[src/rtl/fifo_write_arbiter_if.sv]
// Producer/FIFO write-side bundle shared by the arbiter and its environment.
// The master side drives requests, producer words and the FIFO status; the
// slave side (the arbiter) returns grant, write strobe, write data and count.
interface fifo_write_arbiter_if #(
  parameter int N     = 4,
  parameter int depth = 4,
  parameter int width = 8
);
  logic [N-1:0]       req;
  logic [N*width-1:0] data_in;
  logic               read;
  logic               full;
  logic [N-1:0]       grant;
  logic               write;
  logic [width-1:0]   inputBus;
  logic [depth:0]     count;

  modport master (
    output req, data_in, read, full,
    input  grant, write, inputBus, count
  );

  modport slave (
    input  req, data_in, read, full,
    output grant, write, inputBus, count
  );
endinterface

[src/rtl/fifo_write_arbiter.sv]
// Round-robin write-port arbiter sharing one FIFO among N producers.
// Registered write path; an internal occupancy count is bumped on the issue
// edge (one cycle ahead of the FIFO storing the word) so the FIFO can never
// be overrun, and consumer reads are only observed.
module fifo_write_arbiter #(
  parameter int N     = 4,
  parameter int depth = 4,
  parameter int width = 8
) (
  input logic                 clk,
  input logic                 reset,   // asynchronous, active-low
  fifo_write_arbiter_if.slave bus
);

  localparam int             PW       = (N > 1) ? $clog2(N) : 1;
  localparam logic [depth:0] CAP      = {1'b1, {depth{1'b0}}};
  localparam logic [PW-1:0]  LAST_RST = PW'(N - 1);

  logic [N-1:0]     grant_q, grant_d;
  logic             write_q, write_d;
  logic [width-1:0] data_q,  data_d;
  logic [depth:0]   count_q, count_d;
  logic [PW-1:0]    last_q,  last_d;

  logic [N-1:0]     eligible;
  logic             found;
  logic [PW-1:0]    winner;
  logic             issue;
  logic             rd_dec;

  // Pick the first eligible producer after the last winner, and decide issue.
  // NOTE: every variable assigned in an always_comb gets a default at the top;
  // a path that leaves one unassigned would infer a latch.
  always_comb begin : select_p
    int            idx;
    logic [PW-1:0] cand;
    // A producer whose grant is high this cycle is masked for this edge.
    eligible = bus.req & ~grant_q;
    found    = 1'b0;
    winner   = last_q;
    idx      = 0;
    cand     = '0;
    for (int k = 1; k <= N; k++) begin
      idx  = (int'(last_q) + k) % N;
      cand = PW'(idx);
      if (!found && eligible[cand]) begin
        found  = 1'b1;
        winner = cand;
      end
    end
    // The count is taken before this edge's read; freed slots reopen next edge.
    issue  = found && (count_q < CAP) && !bus.full;
    rd_dec = bus.read && (count_q != '0);
  end

  // Next-state for grant, write strobe, write data, pointer and occupancy.
  always_comb begin
    grant_d = '0;
    write_d = 1'b0;
    data_d  = data_q;
    last_d  = last_q;
    count_d = count_q;
    if (issue) begin
      grant_d[winner] = 1'b1;
      write_d         = 1'b1;
      data_d          = bus.data_in[winner*width +: width];
      last_d          = winner;
    end
    unique case ({issue, rd_dec})
      2'b10:   count_d = count_q + 1'b1;
      2'b01:   count_d = count_q - 1'b1;
      default: count_d = count_q;
    endcase
  end

  // State registers; reset aborts any grant in flight immediately.
  // NOTE: sequential state uses non-blocking assignments so every register
  // samples the pre-edge values regardless of statement order.
  always_ff @(posedge clk or negedge reset) begin
    if (!reset) begin
      grant_q <= '0;
      write_q <= 1'b0;
      data_q  <= '0;
      count_q <= '0;
      last_q  <= LAST_RST;
    end else begin
      grant_q <= grant_d;
      write_q <= write_d;
      data_q  <= data_d;
      count_q <= count_d;
      last_q  <= last_d;
    end
  end

  assign bus.grant    = grant_q;
  assign bus.write    = write_q;
  assign bus.inputBus = data_q;
  assign bus.count    = count_q;

endmodule

[src/flat_wrapper.sv]
// flat-port wrapper written by rule: the top's interface ports become plain ports
module fifo_write_arbiter_flat 
#(
  parameter int N     = 4,
  parameter int depth = 4,
  parameter int width = 8
)
  (clk, reset, bus_req, bus_data_in, bus_read, bus_full, bus_grant, bus_write, bus_inputBus, bus_count);
  fifo_write_arbiter_if #(.N(N), .depth(depth), .width(width)) bus_i ();
  input logic clk;
  input logic reset;
  input wire logic [$bits(bus_i.req)-1:0] bus_req;
  input wire logic [$bits(bus_i.data_in)-1:0] bus_data_in;
  input wire logic [$bits(bus_i.read)-1:0] bus_read;
  input wire logic [$bits(bus_i.full)-1:0] bus_full;
  output wire logic [$bits(bus_i.grant)-1:0] bus_grant;
  output wire logic [$bits(bus_i.write)-1:0] bus_write;
  output wire logic [$bits(bus_i.inputBus)-1:0] bus_inputBus;
  output wire logic [$bits(bus_i.count)-1:0] bus_count;
  assign bus_i.req = bus_req;
  assign bus_i.data_in = bus_data_in;
  assign bus_i.read = bus_read;
  assign bus_i.full = bus_full;
  assign bus_grant = bus_i.grant;
  assign bus_write = bus_i.write;
  assign bus_inputBus = bus_i.inputBus;
  assign bus_count = bus_i.count;
  fifo_write_arbiter #(.N(N), .depth(depth), .width(width)) u_core (.clk(clk), .reset(reset), .bus(bus_i));
endmodule
[config.mk]
export PLATFORM = sky130hd
export DESIGN_NAME = fifo_write_arbiter_flat
export DESIGN_NICKNAME = d
export VERILOG_FILES = /design/src/rtl/fifo_write_arbiter_if.sv /design/src/rtl/fifo_write_arbiter.sv /design/src/flat_wrapper.sv
export SDC_FILE = /design/constraint.sdc
export NUM_CORES = 1
export LEC_CHECK = 0
export ABC_AREA = 1
export ABC_CLOCK_PERIOD_IN_PS = 4200
export CAP_MARGIN = 20
export CORE_UTILIZATION = 46
export DETAILED_ROUTE_END_ITERATION = 8
export GPL_TIMING_DRIVEN = 0
export MAX_ROUTING_LAYER = met4
export PLACE_DENSITY_LB_ADDON = 0.05
export SYNTH_ARGS = -nofsm -noshare
export SYNTH_HDL_FRONTEND = slang
export SYNTH_SLANG_ARGS = --single-unit
[constraint.sdc]
create_clock -name clk -period 4.2 [get_ports clk]
set_clock_uncertainty 0.15 [all_clocks]
set_input_delay 1.26 -clock clk [delete_from_list [all_inputs] [get_ports clk]]
set_output_delay 1.26 -clock clk [all_outputs]
set_load 0.01 [all_outputs]
==> results.json <==
{
  "grt_usage_pct": 22.0,
  "drv_slew": 0,
  "combPwrFrac_pct": 78.7,
  "holdCritStartpoint": "u_core.bus.inputBus[4]",
  "die_h_um": 62.3,
  "synthTopCellsByCount": "nand2_1, nand3_1, dfrtp_1",
  "synth_most_common_cell": "nand2_1",
  "seq_area_um2": 503,
  "ant_nets": 0,
  "worstSetupEndpointType": "register",
  "grt_max_degree": 21,
  "clock-root-buffer": "clkbuf_4",
  "io_pins": 58,
  "crit_required_ns": 4.23,
  "drt-pass1-iter-count": 4,
  "hold_class": "reg -> reg",
  "synth.top_cells.by_area": "dfrtp_1, nand2_1, nand3_1",
  "max_freq_ghz": 0.252,
  "reg2reg_slack_ns": 0.82,
  "swShare_pct": 52.0,
  "syn_avg_cell_area_um2": 6.88,
  "hold_buffers": 0,
  "drt_iter0_drc": 92,
  "critPathLaunchType": "input port",
  "rsz0062_at_grt": "false",
  "status": "finished, final reports clean",
  "hold_depth": 2,
  "worst_hold_path.endpoint": "u_core.bus.inputBus[4]",
  "path_class": "in -> reg",
  "place_area_um2": 2300,
  "placedCellCount": 346,
  "final_core_util_pct": 68.3,
  "synth_seq_cells": 20,
  "drcViolationCount": 0,
  "grt_antenna_before_repair": 0,
  "intPower_uw": 1030,
  "max-clock-path-buffers": 2,
  "wl_um": 3960,
  "irDropWorstVdd_mv": 0.520,
  "syn_nets": 287,
  "fin_nets": 349,
  "core_um2": 3420,
  "switching_power_uw": 1110,
  "synth.distinct_cells": 29,
  "fillerInstances": 304,
  "numCtsBuffers": 3,
  "path_clk_slew_ns": 0.11,
  "p_clk_share_pct": 4.3,
  "dp_hpwl_um": 3110,
  "async_flop_share_pct": 100,
  "yosys.area.top_type": "dfrtp_1",
  "wl_per_cell_um": 11.3,
  "vias": 1767,
  "routabilityCongestion": 0.962,
  "row_count": 21,
  "fp.dieArea_um2": 3880,
  "synth_cells": 243,
  "grt_pass1_wl_um": 6880,
  "max_slew_margin_pct": 42.5,
  "clk_latency_ns": 0.29,
  "max_cap_violations": 0,
  "worstPathArrival_ns": 4.01,
  "seq_power_share_pct": 17.0,
  "start_util_pct": 49.0,
  "h-tree-depth": 1,
  "period_minus_slack_ns": 3.98,
  "multiInputGateArea_um2": 996,
  "path_max_fanout": 11,
  "post-cts-setup-buffers": 0,
  "final_area_um2": 2330,
  "seq_area_frac_synth_pct": 30.1,
  "period_share_pct": 94.6,
  "cts_tree": "built",
  "reg2reg_depth": 21,
  "tightest_slew_ns": 0.860,
  "diodes": 0,
  "port_buffers": 57,
  "yosysWarnings": 0,
  "via_per_inst": 5.05,
  "power_leakage_uw": 0.00117,
  "synth.top_cell.area_share_pct": 26.9,
  "die_w_um": 62.3,
  "grt_pass1_vias": 1649,
  "power.density_nw_per_um2": 916,
  "cts.sinks": 20,
  "grt-ovfl-total": 0,
  "r2r-start": "u_core.last_q[0]",
  "hold_viol_final": 0,
  "instances_no_fill": 350,
  "synth_edf_count": 0,
  "synthFlopType": "dfrtp_1",
  "regToRegEndpoint": "u_core.bus.count[4]",
  "netlist_area_um2": 1670,
  "area_growth_pct": 39.5,
  "drive_above_1_share_pct": 14.1,
  "setup_viol": 0
}
[layout make-up]
| cell class | count | share of cell area [%] |
|---|---|---|
| Buffer | 9 | 4.72 |
| Clock buffer | 4 | 1.13 |
| Inverter | 18 | 3.00 |
| Multi-Input combinational cell | 196 | 42.7 |
| Sequential cell | 20 | 21.6 |
| Tap cell | 46 | 2.47 |
| Timing Repair Buffer | 57 | 24.5 |
[registers in the layout, summed over array words and instances, names as in the netlist]
| register | cells |
|---|---|
| u_core.bus.inputBus | 8 |
| u_core.bus.grant | 4 |
| u_core.last_q | 2 |
| u_core.bus.write | 1 |
| u_core.bus.count | 5 |
[stage by stage]
step	TNS [ns]	total power (uW)	setup slack (ns)	hold WS (ns)
6_report	0	2140	0.225	0.346
5_1_grt	0	2360	0.0135	0.366
4_1_cts	0	2140	0.128	0.354
3_5_place_dp	-0.173	2040	-0.173	0.320
3_3_place_gp	-0.143	2020	-0.143	0.316
2_1_floorplan	0	1590	0.568	0.364
[cell families (layout without fill, tap and decap cells)]
logic type,Yosys count,in the layout,share of synthesized area [%]
compound gates,14,14,5.61
xor+xnor,4,4,2.09
fa+ha+maj,4,4,2.99
buf+inv,27,88,10.5
flops,20,20,30.1
simple gates,174,174,48.7
[timing repair]
action                     in CTS  in global routing
setup endpoints to repair       0                  1
hold endpoints to repair        0                  0
resized for setup               0                  2
[worst max-delay path by stage]
| stage | start | endpoint | slack (ns) | depth (start not counted) |
|---|---|---|---|---|
| finish | bus_req[1] | u_core.bus.count[4] | 0.22 | 19 |
| global placement | bus_req[1] | u_core.bus.count[4] | -0.14 | 19 |
| floorplan | bus_req[2] | u_core.bus.count[4] | 0.57 | 18 |
| detailed placement | bus_req[1] | u_core.bus.count[4] | -0.17 | 19 |
| CTS | bus_req[1] | u_core.bus.count[4] | 0.13 | 19 |
| global route | bus_req[2] | u_core.bus.count[4] | 0.01 | 18 |
[per-layer routing]
metal | share of wire, % | up-vias | track usage [%]
li1 | - | 911 | -
met1 | 45 | 791 | 27.4
met2 | 49 | 61 | 38.9
met3 | 5.0 | 4 | 3.31
met4 | 0.68 | 0 | 2.62
met5 | 0 | - | -
[critical path, cell delays in order]
cell and delay [ns]:
clkdlybuf4s50_1 0.44, nand3_1 0.12, nand3_1 0.15, nand2_2 0.14, nand2_1 0.07, inv_2 0.08, nand3_2 0.08, o21ai_4 0.21
buf_6 0.18, ha_2 0.25, xor2_1 0.10, ha_1 0.19, inv_1 0.07, nand2_1 0.06, a31oi_1 0.17, inv_1 0.07
a21oi_1 0.11, o21ai_0 0.11, xor2_1 0.15
[layout by cell type, fill, tap and decap left out, types with 5 or more instances in the layout]
master           count
nand2_1             97
clkdlybuf4s50_1     57
nand3_1             48
dfrtp_1             18
inv_1               14
nand2_2             12
buf_6                8
nand3_2              6
nor2_1               5
[power groups by stage]
stage | Sequential, uW | Clock, uW | Combinational [uW]
after floorplan | 396 | 0 | 1200
after global placement | 365 | 0 | 1650
after detailed placement | 367 | 0 | 1670
after CTS | 364 | 95.0 | 1680
after global routing | 378 | 104 | 1880
final | 362 | 92.9 | 1680
Note: power is estimated with default switching activity, not from simulation.
